`src/rtl/multdiv_unit_if.sv`:
```
// Operand, control and result signals shared by the execute stage and the multiply/divide unit.
interface multdiv_unit_if #(parameter int WIDTH = 32);
    logic [WIDTH-1:0] data_operandA;
    logic [WIDTH-1:0] data_operandB;
    logic             ctrl_MULT;
    logic             ctrl_DIV;
    logic [WIDTH-1:0] data_result;
    logic             data_exception;
    logic             data_resultRDY;
    logic             busy;

    modport master (
        output data_operandA, data_operandB, ctrl_MULT, ctrl_DIV,
        input  data_result, data_exception, data_resultRDY, busy
    );
    modport slave (
        input  data_operandA, data_operandB, ctrl_MULT, ctrl_DIV,
        output data_result, data_exception, data_resultRDY, busy
    );
endinterface

```
`src/rtl/multdiv_unit.sv`:
```
// Multi-cycle signed multiply (radix-2 shift-add) / divide (restoring) unit.
// Works on operand magnitudes and applies the result sign in a final fix-up cycle.
module multdiv_unit #(
    parameter int WIDTH = 32,
    parameter int CNT_W = 6
) (
    input  logic           clock,
    input  logic           reset,
    multdiv_unit_if.slave  bus
);
    typedef enum logic [2:0] {S_IDLE, S_MUL, S_DIV, S_FIX, S_DONE} state_t;

    state_t             r_state;
    logic [CNT_W-1:0]   r_cnt;
    logic               r_is_mul;
    logic               r_neg;
    logic               r_dz;
    logic [WIDTH-1:0]   r_mc;      // multiplicand or divisor magnitude
    logic [2*WIDTH-1:0] r_prod;    // {accumulator, remaining multiplier bits}
    logic [WIDTH:0]     r_rem;
    logic [WIDTH-1:0]   r_quo;     // dividend bits shift out as quotient bits shift in
    logic [WIDTH-1:0]   r_result;
    logic               r_exc;
    logic               r_rdy;
    logic               r_busy;

    logic               w_accept;
    logic [WIDTH-1:0]   w_amag;
    logic [WIDTH-1:0]   w_bmag;
    logic [WIDTH:0]     w_msum;
    logic [WIDTH:0]     w_rs;
    logic [WIDTH+1:0]   w_trial;
    logic [2*WIDTH-1:0] w_pfix;
    logic [WIDTH-1:0]   w_qfix;

    assign w_accept = (r_state == S_IDLE || r_state == S_DONE) && (bus.ctrl_MULT || bus.ctrl_DIV);
    assign w_amag   = bus.data_operandA[WIDTH-1] ? -bus.data_operandA : bus.data_operandA;
    assign w_bmag   = bus.data_operandB[WIDTH-1] ? -bus.data_operandB : bus.data_operandB;

    assign w_msum   = {1'b0, r_prod[2*WIDTH-1:WIDTH]} + (r_prod[0] ? {1'b0, r_mc} : '0);
    assign w_rs     = {r_rem[WIDTH-1:0], r_quo[WIDTH-1]};
    assign w_trial  = {1'b0, w_rs} - {2'b00, r_mc};

    assign w_pfix   = r_neg ? -r_prod : r_prod;
    assign w_qfix   = r_neg ? -r_quo : r_quo;

    always_ff @(posedge clock or posedge reset) begin
        if (reset) begin
            r_state  <= S_IDLE;
            r_cnt    <= '0;
            r_is_mul <= 1'b0;
            r_neg    <= 1'b0;
            r_dz     <= 1'b0;
            r_mc     <= '0;
            r_prod   <= '0;
            r_rem    <= '0;
            r_quo    <= '0;
            r_result <= '0;
            r_exc    <= 1'b0;
            r_rdy    <= 1'b0;
            r_busy   <= 1'b0;
        end else begin
            r_rdy <= 1'b0;
            if (w_accept) begin
                r_is_mul <= bus.ctrl_MULT;
                r_neg    <= bus.data_operandA[WIDTH-1] ^ bus.data_operandB[WIDTH-1];
                r_dz     <= !bus.ctrl_MULT && (bus.data_operandB == '0);
                r_cnt    <= '0;
                r_busy   <= 1'b1;
                r_rem    <= '0;
                r_quo    <= w_amag;
                r_mc     <= bus.ctrl_MULT ? w_amag : w_bmag;
                r_prod   <= {{WIDTH{1'b0}}, w_bmag};
                r_state  <= bus.ctrl_MULT ? S_MUL : S_DIV;
            end else begin
                case (r_state)
                    S_MUL: begin
                        if (r_cnt == CNT_W'(WIDTH)) begin
                            r_state <= S_FIX;
                        end else begin
                            r_prod <= {w_msum, r_prod[WIDTH-1:1]};
                            r_cnt  <= r_cnt + CNT_W'(1);
                        end
                    end
                    S_DIV: begin
                        if (r_dz) begin
                            r_result <= '0;
                            r_exc    <= 1'b1;
                            r_rdy    <= 1'b1;
                            r_busy   <= 1'b0;
                            r_state  <= S_DONE;
                        end else if (r_cnt == CNT_W'(WIDTH)) begin
                            r_state <= S_FIX;
                        end else begin
                            r_rem <= w_trial[WIDTH+1] ? w_rs : w_trial[WIDTH:0];
                            r_quo <= {r_quo[WIDTH-2:0], ~w_trial[WIDTH+1]};
                            r_cnt <= r_cnt + CNT_W'(1);
                        end
                    end
                    S_FIX: begin
                        if (r_is_mul) begin
                            r_result <= w_pfix[WIDTH-1:0];
                            r_exc    <= w_pfix[2*WIDTH-1:WIDTH] != {WIDTH{w_pfix[WIDTH-1]}};
                        end else begin
                            // A positive quotient with the top bit set only arises from MIN / -1.
                            r_result <= (!r_neg && r_quo[WIDTH-1]) ? '0 : w_qfix;
                            r_exc    <= !r_neg && r_quo[WIDTH-1];
                        end
                        r_rdy   <= 1'b1;
                        r_busy  <= 1'b0;
                        r_state <= S_DONE;
                    end
                    S_DONE:  r_state <= S_IDLE;
                    default: r_state <= S_IDLE;
                endcase
            end
        end
    end

    assign bus.data_result    = r_result;
    assign bus.data_exception = r_exc;
    assign bus.data_resultRDY = r_rdy;
    assign bus.busy           = r_busy;
endmodule

```
`src/flat_wrapper.sv`:
```
// flat-port wrapper written by rule: the top's interface ports become plain ports
module multdiv_unit_flat 
#(
    parameter int WIDTH = 32,
    parameter int CNT_W = 6
)
  (clock, reset, bus_data_operandA, bus_data_operandB, bus_ctrl_MULT, bus_ctrl_DIV, bus_data_result, bus_data_exception, bus_data_resultRDY, bus_busy);
  multdiv_unit_if #(.WIDTH(WIDTH)) bus_i ();
  input  logic clock;
  input  logic reset;
  input wire logic [$bits(bus_i.data_operandA)-1:0] bus_data_operandA;
  input wire logic [$bits(bus_i.data_operandB)-1:0] bus_data_operandB;
  input wire logic [$bits(bus_i.ctrl_MULT)-1:0] bus_ctrl_MULT;
  input wire logic [$bits(bus_i.ctrl_DIV)-1:0] bus_ctrl_DIV;
  output wire logic [$bits(bus_i.data_result)-1:0] bus_data_result;
  output wire logic [$bits(bus_i.data_exception)-1:0] bus_data_exception;
  output wire logic [$bits(bus_i.data_resultRDY)-1:0] bus_data_resultRDY;
  output wire logic [$bits(bus_i.busy)-1:0] bus_busy;
  assign bus_i.data_operandA = bus_data_operandA;
  assign bus_i.data_operandB = bus_data_operandB;
  assign bus_i.ctrl_MULT = bus_ctrl_MULT;
  assign bus_i.ctrl_DIV = bus_ctrl_DIV;
  assign bus_data_result = bus_i.data_result;
  assign bus_data_exception = bus_i.data_exception;
  assign bus_data_resultRDY = bus_i.data_resultRDY;
  assign bus_busy = bus_i.busy;
  multdiv_unit #(.WIDTH(WIDTH), .CNT_W(CNT_W)) u_core (.clock(clock), .reset(reset), .bus(bus_i));
endmodule
```
`config.mk`:
```
export PLATFORM = sky130hd
export DESIGN_NAME = multdiv_unit_flat
export DESIGN_NICKNAME = d
export VERILOG_FILES = /design/src/rtl/multdiv_unit_if.sv /design/src/rtl/multdiv_unit.sv /design/src/flat_wrapper.sv
export SDC_FILE = /design/constraint.sdc
export NUM_CORES = 1
export LEC_CHECK = 0
export ABC_AREA = 1
export BUFFER_PORTS_ARGS = -buffer_cell sky130_fd_sc_hd__buf_2
export CAP_MARGIN = 10
export CELL_PAD_IN_SITES_DETAIL_PLACEMENT = 1
export CELL_PAD_IN_SITES_GLOBAL_PLACEMENT = 1
export CORE_MARGIN = 5
export CORE_UTILIZATION = 40
export DETAILED_ROUTE_END_ITERATION = 10
export PLACE_DENSITY = 0.82
export SLEW_MARGIN = 25
export SYNTH_ARGS = -nofsm -noshare
export SYNTH_HDL_FRONTEND = slang
export SYNTH_SLANG_ARGS = --single-unit
```
`constraint.sdc`:
```
create_clock -name clock -period 7.4 [get_ports clock]
set_input_delay 0.74 -clock clock [delete_from_list [all_inputs] [get_ports clock]]
set_output_delay 0.74 -clock clock [all_outputs]
set_load 0.05 [all_outputs]
```
======== Word level (Yosys, flattened, before mapping) ========
Index checks and enable logic that the tools add are counted.
cells by class
  muxes and demuxes ....................... 40
  reduce and logical (&&, ||, !) cells .... 19
  bitwise logic cells ..................... 3
  add/sub/neg operators ................... 7
  eq/ne operators ......................... 11
operators by type and width
  cell                                                             count
  32-bit 2-to-1 mux                                                17
  64-bit 2-to-1 mux                                                4
  32-bit negator                                                   3
  64-bit negator                                                   1
  32-bit one-hot mux with 2 select lines                           1
  33-bit by 32-bit subtractor with 34-bit output                   1
  32-bit by 33-bit adder with 33-bit output                        1
  32-bit logical NOT                                               1
  32-bit != test                                                   1
  6-bit 2-to-1 mux                                                 3
  6-bit one-hot mux with 2 select lines                            1
  3-bit 2-to-1 mux                                                 3
  3-bit one-hot mux with 3 select lines                            1
  6-bit by 1-bit adder with 6-bit output, second input constant    1
  3-bit by 2-bit == test with 1-bit output, second input constant  2
  6-bit == test, second input constant                             1
  1-bit 2-to-1 mux                                                 6
  1-bit one-hot mux with 2 select lines                            3
  2-bit AND reduction                                              3
  3-bit AND reduction                                              2
  2-bit nonzero test                                               3
  3-bit nonzero test                                               2
  2-bit by 1-bit != test with 1-bit output, second input constant  2
  3-bit by 1-bit == test with 1-bit output, second input constant  1
  11 further kinds                                                 16
storage, ports and cells
  output and inout bits ................... 35
  register bits after elaboration ......... 207
  logic and storage cells ................. 93

======== Depth between registers and ports, before layout ========
Gate-level depths: netlist of run 1.
  word-level depth ........................ 6
  mapped depth ............................ 20
  mapped depth without buffers ............ 19

======== Least setup slack after synthesis of run 1 ========
No wires, ideal clock.
  kind .................................... flip-flop to flip-flop
  start point ............................. register u_core.r_prod[0]
  end point ............................... register u_core.r_prod[63]
  data arrival time ....................... 2554 ps
  period minus slack after synthesis ...... 2671 ps
  slack ................................... 4729 ps
  stages on the path, launching flop included .. 19
  path buffers ............................ 2
  data required time ...................... 7283 ps
  cells stage by stage .................... dfrtp_1 buf_6 clkbuf_1 nand2_1 inv_1 ha_1 fa_1 nand2_1 nand2_1 o21ai_1 inv_1 nand4_1 nand3_1 a21o_1 a21o_1 a21boi_1 o21ai_0 nand2_1 nand2_1
between the ends
  cells in the longest elaborated chain, start to end .. 5
RTL lines
  what                                       line                source
  start, declared                            multdiv_unit.sv:19  logic [2*WIDTH-1:0] r_prod;
  start signal, assigned                     multdiv_unit.sv:73  r_prod <= {{WIDTH{1'b0}}, w_bmag};
  start signal, assigned                     multdiv_unit.sv:81  r_prod <= {w_msum, r_prod[WIDTH-1:1]};
  32-bit 2-to-1 mux                          multdiv_unit.sv:40  assign w_msum = {1'b0, r_prod[2*WIDTH-1:WIDTH]} + (r_prod[0] ? {1'b0, r_mc} : '0);
  32-bit by 33-bit adder with 33-bit output  multdiv_unit.sv:40
  64-bit 2-to-1 mux                          multdiv_unit.sv:78  if (r_cnt == CNT_W'(WIDTH)) begin
  64-bit 2-to-1 mux                          multdiv_unit.sv:76  case (r_state)
  64-bit 2-to-1 mux                          multdiv_unit.sv:64  if (w_accept) begin
Every way passes these cells. The select of a mux whose other input is x is not followed.
A chain may end at the register's enable or synchronous reset.

======== Worst setup path after layout of run 1 ========
  start point ............................. register u_core.r_prod[0]
  end point ............................... register u_core.r_prod[56]
The elaborated chain is that of the path after synthesis.

==> reports/qor.txt, run 1 <==
outcome - complete, no violations
Area growth syn-to-layout - 10.3%
Post-synth EDFFs - 0
CTS Sinks - 207
Yosys warning count - 0
most common cell in the netlist - nand2_1
final cycle utilization of the critical path - 0.488
Final ANT Viol Nets - 0
GRT Util Overall - 0.308
Slew Limit Headroom - 0.265
Async S/R FF share, synth - 1.00
via/cell ratio - 5.87
hold_buf cts - 0
routability congestion estimate from global placement - 0.952
TritonCTS clock tree - built
initial antenna violation count - 1
Initial Util - 0.404
top cells by area, synth - dfrtp_1 (30%), nand2_1 (15%), o21ai_0 (7.2%), inv_1 (6.7%), nor2_1 (6.1%)
final hold slack - 0.276 ns
DR vias - 19321
mean post-synth cell area - 6.61 µm²
Post-Syn Area - 17400 µm²
total gr overflow - 0
P_sw - 5.73 mW
vias in the first global route - 19550
Internal Power - 4.24 mW
Crit. End Element - flop
Seq cells post-synth - 207
Critical R2R Launch - u_core.r_prod[0]
CORE AREA - 43100 µm²
VDD IR max - 0.241 mV
clock transition at the registers of the reported paths - 0.06 ns
RSZ-0062 raised after global routing - no
I/O pin cnt - 103
dominant synthesized flop cell - dfrtp_1
clock root buffer master - clkbuf_16
launch point of the worst path - u_core.r_prod[0]
DRC - 0
Post-Syn Nets - 2776
Max Clock Skew - 0.0107 ns
Resize count post-CTS - 0
largest net degree at the start of global routing - 84
setup TNS - 0 ns
Die ar. - 47800 µm²
Arr. time, crit path - 4.09 ns
final hold viol count - 0
first-pass GRT wire length - 115000 µm
Die W - 219 µm
LEAKAGE - 9.52 nW
Nets - 2836
Post-DP HPWL - 60500 µm
Setup Buffers After CTS - 0
Worst-Skew Late Latency - 0.54 ns
Critical Path Source Type - flop
Slew Limit Fails - 0
crit path kind - reg2reg
combinational share of power - 0.661
share of the synthesized area in the top cell type - 0.297
final setup fails - 0
Max Cap Viol - 0
Achievable Freq - 0.277 GHz
share of layout cells above drive strength 1 - 0.0857
Tightest Pin Transition - 1.10 ns
CTS max path bufs - 3
Final min period - 3.61 ns
register share of total power - 0.219
H-tree levels - 1
worst path required time - 7.87 ns
Port Buffers - 102
Fillers - 5735
Placement Cell Area - 18400 µm²
Cell variety after synth - 61
hold crit path type - in2async
DRT iter0 DRCs - 1871
Routed WL - 75700 µm
Cells after Synth - 2636
top cells by count, synth - nand2_1 (710), inv_1 (311), nor2_1 (282), o21ai_0 (252), dfrtp_1 (207)
total CTS buffers - 25
Seq/Total Area, Yosys - 0.297
Sw Ratio - 0.575
DR WL/cell - 23.0 µm
Clk pwr share - 0.120
Die H - 219 µm
Yosys top cell by area - dfrtp_1
Critical Path Fanout Max - 28
# rows - 76
DR pass1 iterations - 5
power density over cell area - 519 nW/µm²
Design Area, Final - 19200 µm²
-- layout make-up --
| cell class | instances | area, µm² | area share |
|---|---|---|---|
| clock inverters | 2 | 35.0 | 0.00182 |
| diodes | 1 | 2.50 | 0.000130 |
| repair buffers | 119 | 638 | 0.0332 |
| multi-input cells | 2020 | 10700 | 0.556 |
| flip-flops and latches | 207 | 5180 | 0.270 |
| inverters | 323 | 1220 | 0.0636 |
| well taps | 585 | 732 | 0.0381 |
| clock buffers | 37 | 721 | 0.0375 |
-- logic make-up (layout without fill, tap and decap cells) --
group,count (synthesis),in the layout,share of synthesized area
and+or+nand+nor,1269,1269,0.309
AOI/OAI and AO/OA,597,597,0.209
buffers and inverters,409,481,0.0906
DFF,207,207,0.297
xor gates and xnor gates,82,82,0.0412
adders and majority gates,72,72,0.0526
other,0,1,0
-- state kept, by name, summed over array words and instances, names as in the netlist --
name and count:
u_core.bus.busy 1, u_core.bus.data_exception 1, u_core.bus.data_result 32, u_core.bus.data_resultRDY 1, u_core.r_cnt 6, u_core.r_dz 1
u_core.r_is_mul 1, u_core.r_mc 32, u_core.r_neg 1, u_core.r_prod 64, u_core.r_quo 32, u_core.r_rem 32
u_core.r_state 3
-- cells in the final DEF (no fill, tap or decap), types with 5 or more instances in the layout --
| cell type | instances |
|---|---|
| nand3b_1 | 10 |
| nor4_1 | 6 |
| clkbuf_8 | 5 |
| o21ai_0 | 252 |
| ha_1 | 70 |
| inv_2 | 7 |
| or2_2 | 9 |
| o31ai_1 | 14 |
| o221ai_1 | 64 |
| nand2_2 | 11 |
| dfrtp_1 | 206 |
| clkbuf_1 | 7 |
| nand4_1 | 25 |
| a32o_1 | 21 |
| a21o_1 | 14 |
| nor3_1 | 22 |
| a21oi_1 | 116 |
| nand2_1 | 710 |
| nor2_1 | 280 |
| o211ai_1 | 26 |
| nor2_4 | 6 |
| o21ai_1 | 19 |
| o22ai_1 | 15 |
| xnor2_1 | 29 |
| nor2_2 | 12 |
| clkbuf_16 | 25 |
| inv_1 | 309 |
| buf_2 | 102 |
| a22oi_1 | 5 |
| a31oi_1 | 15 |
| o21ai_2 | 8 |
| xor2_1 | 53 |
| o21a_1 | 11 |
| buf_4 | 17 |
| nand3_1 | 153 |
-- final timing paths --
| path | end | slack, ns | depth (start not counted) |
|---|---|---|---|
| worst max-delay path | u_core.r_prod[56] | 3.79 | 19 |
| worst min-delay path | u_core.r_rem[20] | 0.28 | 2 |
| worst max register to register | u_core.r_prod[56] | 3.79 | 19 |
| worst min register to register | u_core.bus.busy | 0.47 | 2 |
| max in group asynchronous | u_core.r_mc[29] | 5.66 | 3 |
| min in group clock | u_core.bus.busy | 0.47 | 2 |
-- metal layers --
layer / vias up / GRT usage / share of wire
li1: 8907 / - / -
met2: 694 / 0.488 / 0.45
met5: - / 0 / 0
met1: 9565 / 0.428 / 0.44
met3: 155 / 0.0500 / 0.075
met4: 0 / 0.106 / 0.041
-- power groups by stage --
stage	Combinational, mW	Clock, mW	Sequential (mW)
finish	6.59	1.19	2.19
global route	7.18	1.24	2.23
CTS	6.46	1.19	2.16
detailed placement	6.40	0	2.17
global placement	6.18	0	2.14
floorplan	4.25	0	2.26
-- worst max-delay path, stage by stage (launching register included) --
cell	delay, ns
dfrtp_1	0.61
buf_4	0.41
nand2_1	0.22
inv_1	0.13
ha_1	0.28
nand2_1	0.09
nand3_1	0.13
a21oi_1	0.28
o21ai_2	0.18
a21oi_1	0.17
inv_1	0.11
nand2_1	0.07
nand2_1	0.13
nand2_1	0.09
nand2_1	0.15
nand2_1	0.10
nand2_1	0.07
a21oi_1	0.12
o21ai_0	0.13
nand2_1	0.08
-- stage by stage --
step                 util  cells  worst slack, ns  power, mW
CTS                 0.446   3293             3.88       9.81
global placement    0.428   3254             3.95       8.32
global route        0.446   3293             3.61       10.6
detailed placement  0.428   3254             3.85       8.57
finish              0.446   3294             3.79       9.97
floorplan               -   2636             1.01       6.51
Power figures use the tool's default switching activity.
==> inputs of run 2 (changes only) <==
Clock period 7.4 ns to 3.5 ns, I/O delays scaled along.
==> run 2 against run 1 <==
  * Via count up 1.9%
  * First-iteration DRC count down 1.7%
  * Hold slack got worse by 0.13 ns
  * Routed wire length increased by 1.9%
  * Critical endpoint unchanged
  * Sequential power grew 120%
  * Non-clock buffer count grew 18
  * Largest power group unchanged
  * Maximum frequency is 14% higher
  * Sequential share of layout area decreased by 0.45 points
  * Core utilization up 0.76 points
  * Total power is 120% higher
  * Setup slack lost 3.4 ns
  * Global-route usage grew 0.61 points
==> reports/qor.txt, run 2 (synthesis gave the netlist of run 1 again) <==
DRC - 0
Initial Util - 0.404
H-tree levels - 1
crit path kind - reg2reg
outcome - complete, no violations
routed wl met2 - 34900 µm
DR pass1 iterations - 5
R2R setup slack - 0.34 ns
total gr overflow - 0
combinational share of power - 0.643
Die H - 219 µm
final setup fails - 0
Slew Limit Fails - 0
Fillers - 5726
WL met1 - 32400 µm
Nets - 2855
via/cell ratio - 5.93
total CTS buffers - 26
clock transition at the registers of the reported paths - 0.06 ns
power density over cell area - 1110 nW/µm²
Achievable Freq - 0.316 GHz
worst path required time - 3.99 ns
top layer reached by signal wires - met5
Critical Path Fanout Max - 25
Max Cap Viol - 0
hold crit path type - in2reg
Critical R2R Launch - u_core.r_prod[0]
Final ANT Viol Nets - 0
max incr delay on CP - 0.69 ns
routability congestion estimate from global placement - 1.02
Sw Ratio - 0.568
Arr. time, crit path - 3.65 ns
Port Buffers - 102
max reg flops - 64
Post-DP HPWL - 62400 µm
Max Clock Skew - 0.0167 ns
CORE AREA - 43100 µm²
Final min period - 3.16 ns
Routed WL - 77200 µm
share of layout cells above drive strength 1 - 0.0969
Die ar. - 47800 µm²
Worst path most repeated cell - nand2_1
launch point of the worst path - u_core.r_prod[0]
most frequent cells in the layout - nand2_1 (710), inv_1 (310), nor2_1 (280), o21ai_0 (252), dfrtp_1 (205)
CP top delay family - simple AND/OR/NAND/NOR gates
worst slack at placement - 0.0865 ns
commonest non-fill, non-tap cell in the layout - nand2_1
DR WL/cell - 23.3 µm
final setup margin - 0.338 ns
register share of total power - 0.222
DRT iter0 DRCs - 1839
initial antenna violation count - 3
antenna fix cells - 0
Worst-Skew Late Latency - 0.56 ns
RR Endpoint - u_core.r_prod[56]
I/O pin cnt - 103
Worst R2R Path Depth - 19
Critical Path Source Type - flop
met3 wire len - 6690 µm
RSZ-0062 raised after global routing - no
Hold Startpoint - bus_data_operandB[26]
Area growth syn-to-layout - 12.1%
Die W - 219 µm
Crit. End Element - flop
Bufs and invs on worst path - 3
Internal Power - 9.40 mW
Clk pwr share - 0.136
final cycle utilization of the critical path - 0.903
clock root buffer master - clkbuf_16
P_sw - 12.4 mW
largest net degree at the start of global routing - 80
crit path cell chain - buf_4 > nand2_1 > inv_1 > ha_1 > nand2_1 > nand3_1 > a21oi_1 > o21ai_2 > a21oi_1 > inv_1 > nand2_1 > nand2_1 > nand2_1 > nand2_1 > nand2_1 > nand2_1 > a21oi_1 > o21ai_0 > nand2_1
most flop-heavy register - u_core.r_prod
end point of the critical path - u_core.r_prod[56]
LEAKAGE - 9.68 nW
CTS max path bufs - 3
TritonCTS clock tree - built
VDD IR max - 0.544 mV
CTS Sinks - 207
first-pass GRT wire length - 117000 µm
DR vias - 19684
vias in the first global route - 19787
setup TNS - 0 ns
GRT Util Overall - 0.314
# rows - 76
cell count along the critical path - 19
critical path's slowest cell - dfrtp_2
Slew Limit Headroom - 0.386
final hold viol count - 0
Setup Buffers After CTS - 0
Tightest Pin Transition - 0.912 ns
run 2: per-stage QoR:
stage	instance area (µm²)	power (mW)	utilization	std cells	hold WS, ns
global route	19500	23.2	0.454	3319	0.153
floorplan	17400	13.8	-	2636	0.470
finish	19500	21.8	0.454	3319	0.147
detailed placement	18600	18.4	0.432	3271	0.345
CTS	19500	21.5	0.454	3319	0.117
global placement	18600	17.9	0.432	3271	0.344
run 2: worst min path at each step:
stage / slack (ns) / endpoint / cells past startpoint
detailed placement: 0.35 / u_core.r_rem[26] / 2
CTS: 0.12 / u_core.r_dz / 4
floorplan: 0.47 / u_core.r_rem[22] / 2
finish: 0.15 / u_core.r_dz / 4
global route: 0.15 / u_core.r_dz / 4
global placement: 0.34 / u_core.r_rem[26] / 2
run 2: power groups by stage:
stage	sequential, mW	clock [mW]	combinational, mW
2_1_floorplan	4.78	0	8.98
3_3_place_gp	4.73	0	13.2
3_5_place_dp	4.77	0	13.6
4_1_cts	4.75	2.98	13.7
5_1_grt	4.91	3.08	15.2
6_report	4.83	2.96	14.0
run 2: area by class of cell:
cell class                      instances  area, µm²  area share
Sequential cell                       207       5180       0.265
Tap cell                              585        732      0.0375
Clock inverter                         16        203      0.0104
Inverter                              323       1220      0.0624
Timing Repair Buffer                  137        801      0.0410
Clock buffer                           31        731      0.0374
Multi-Input combinational cell       2020      10700       0.546
run 2: per-layer routing:
layer | vias up | global-route usage
met5 | - | 0
met4 | 6 | 0.110
met3 | 173 | 0.0567
met2 | 815 | 0.506
met1 | 9742 | 0.425
li1 | 8948 | -
run 2: worst min-delay path: stages:
cell and delay (ns):
buf_2 0.11, nor2_1 0.06, nand2_1 0.08, o31ai_1 0.07
run 2: what timing repair did:
item                                    in CTS  in global routing
gates resized for setup                      0                  1
endpoints found under the setup margin       0                  8
hold endpoints to repair                    10                  0
hold buffers                                 1                  0
==> inputs of run 3 (changes only) <==
Settings changed: CORE_ASPECT_RATIO set to 1.5, PLACE_DENSITY 0.82 to 0.71.
==> run 3 against run 2 <==
  * Sequential cell count unchanged
  * Non-clock buffer count up 8
  * Sequential power down 3%
  * Via count down 2.2%
  * Global-route usage up 1.4 points
  * Highest routed layer is now met4
  * Combinational power about the same
  * Sequential share of layout area about the same
  * Critical endpoint is now u_core.r_rem[11]
  * Critical path type unchanged
==> reports/qor.txt, run 3 (synthesis gave the netlist of run 1 again) <==
hold crit path type - in2async
Port Buffers - 102
crit path kind - reg2reg
CTS Sinks - 207
clock root buffer master - clkbuf_16
multi-input logic area - 10700 µm²
VDD IR max - 0.710 mV
initial antenna violation count - 2
Fillers - 5800
total CTS buffers - 24
Slew Limit Fails - 0
RR Endpoint - u_core.r_rem[11]
most flop-heavy register - u_core.r_prod
max incr delay on CP - 0.42 ns
crit path cell chain - inv_1 > ha_1 > a21oi_1 > inv_1 > a31oi_1 > o21ai_0 > a21oi_2 > nand3_2 > buf_4 > buf_4 > nand3_1 > o21ai_0 > o21ai_0
sequential cell area - 5180 µm²
hold_buf cts - 0
# rows - 93
power density over cell area - 1110 nW/µm²
commonest non-fill, non-tap cell in the layout - nand2_1
vias in the first global route - 20032
Worst-Skew Late Latency - 0.54 ns
via/cell ratio - 5.82
DR pass1 iterations - 6
Initial Util - 0.405
final hold viol count - 0
Achievable Freq - 0.311 GHz
DR vias - 19247
I/O pin cnt - 103
first-pass GRT wire length - 122000 µm
Core Util, Final - 0.453
TritonCTS clock tree - built
GRT Util Overall - 0.328
final setup fails - 0
Final min period - 3.21 ns
Final ANT Viol Nets - 0
Max Cap Viol - 0
max reg flops - 64
setup TNS - 0 ns
critical path's slowest cell - dfrtp_1
Routed WL - 81600 µm
share of layout cells above drive strength 1 - 0.0965
DRC - 0
Slew Limit Headroom - 0.320
LEAKAGE - 9.71 nW
total gr overflow - 0
Critical Path Fanout Max - 20
Die W - 180 µm
outcome - complete, no violations
most frequent cells in the layout - nand2_1 (710), inv_1 (309), nor2_1 (280), o21ai_0 (252), dfrtp_1 (206)
Critical R2R Launch - u_core.r_mc[24]
Final Non-Filler Cells - 3309
H-tree levels - 1
CTS max path bufs - 3
Worst R2R Path Depth - 13
Die ar. - 47900 µm²
Area growth syn-to-layout - 12.0%
DR WL/cell - 24.7 µm
Crit. End Element - flop
Die H - 266 µm
final cycle utilization of the critical path - 0.918
Tightest Pin Transition - 1.02 ns
RSZ-0062 raised after global routing - no
largest net degree at the start of global routing - 134
CP top delay family - compound AO/OA/AOI/OAI gates
Post-DP HPWL - 67000 µm
clock transition at the registers of the reported paths - 0.07 ns
DP Cell Count - 3265
R2R setup slack - 0.29 ns
Arr. time, crit path - 3.64 ns
Nets - 2861
DRT iter0 DRCs - 1295
Setup Buffers After CTS - 0
Bufs and invs on worst path - 4
Worst path most repeated cell - o21ai_0
routability congestion estimate from global placement - 1.08
worst path required time - 3.93 ns
Resize count post-CTS - 0
CORE AREA - 43100 µm²
Critical Path Source Type - flop
Max Clock Skew - 0.0199 ns
==> run 3: cell types whose count changed in the layout (fill, tap and decap cells not counted), sizes merged, moves of 2 or more <==
cell and delta:
diode +2, clkinvlp -6, buf +9, bufinv +2
==> run 3: worst max-delay path by stage <==
stage / from / to / slack (ns) / depth (start not counted)
finish: u_core.r_mc[24] / u_core.r_rem[11] / 0.29 / 13
global route: u_core.r_mc[18] / u_core.r_rem[13] / 0.03 / 13
CTS: u_core.r_mc[24] / u_core.r_rem[11] / 0.28 / 13
detailed placement: u_core.r_mc[24] / u_core.r_rem[11] / 0.35 / 13
global placement: u_core.r_mc[24] / u_core.r_rem[12] / 0.41 / 12
floorplan: reset / u_core.bus.busy / 0.46 / 1
==> run 3: routing by layer <==
| metal | vias to the layer above | GRT usage | share of wire |
|---|---|---|---|
| li1 | 8960 | - | - |
| met1 | 9501 | 0.376 | 0.38 |
| met2 | 569 | 0.583 | 0.50 |
| met3 | 217 | 0.0442 | 0.049 |
| met4 | 0 | 0.190 | 0.071 |
| met5 | - | 0 | 0 |
==> run 3: where the power goes <==
part | switching (mW) | leakage, nW | total, mW | internal, mW
Combinational | 9.98 | 6.67 | 14.2 | 4.19
Clock | 1.10 | 0.429 | 2.87 | 1.77
Sequential | 1.21 | 2.61 | 4.68 | 3.47
Total | 12.3 | 9.71 | 21.7 | 9.43
==> run 3: worst reg2reg max path: stages, from the launching register on <==
cell,delay [ns]
dfrtp_1,0.42
inv_1,0.11
ha_1,0.36
a21oi_1,0.17
inv_1,0.07
a31oi_1,0.24
o21ai_0,0.25
a21oi_2,0.24
nand3_2,0.37
buf_4,0.33
buf_4,0.19
nand3_1,0.09
o21ai_0,0.08
o21ai_0,0.16
==> run 3: through the flow <==
step	cell area, µm²	worst slack [ns]	hold WS (ns)	total power, mW
detailed placement	18600	0.346	0.468	18.6
CTS	19500	0.277	0.0237	21.6
global route	19500	0.0330	0.0666	23.2
floorplan	17400	0.464	0.470	13.8
global placement	18600	0.407	0.456	18.3
finish	19500	0.287	0.0259	21.7
==> run 3: cell type report <==
class	count	area share
well taps	570	0.0365
inverters	323	0.0624
repair buffers	145	0.0440
diodes	2	0.000256
clock buffers	30	0.0335
multi-input cells	2020	0.547
flip-flops and latches	207	0.266
clock inverters	12	0.0112
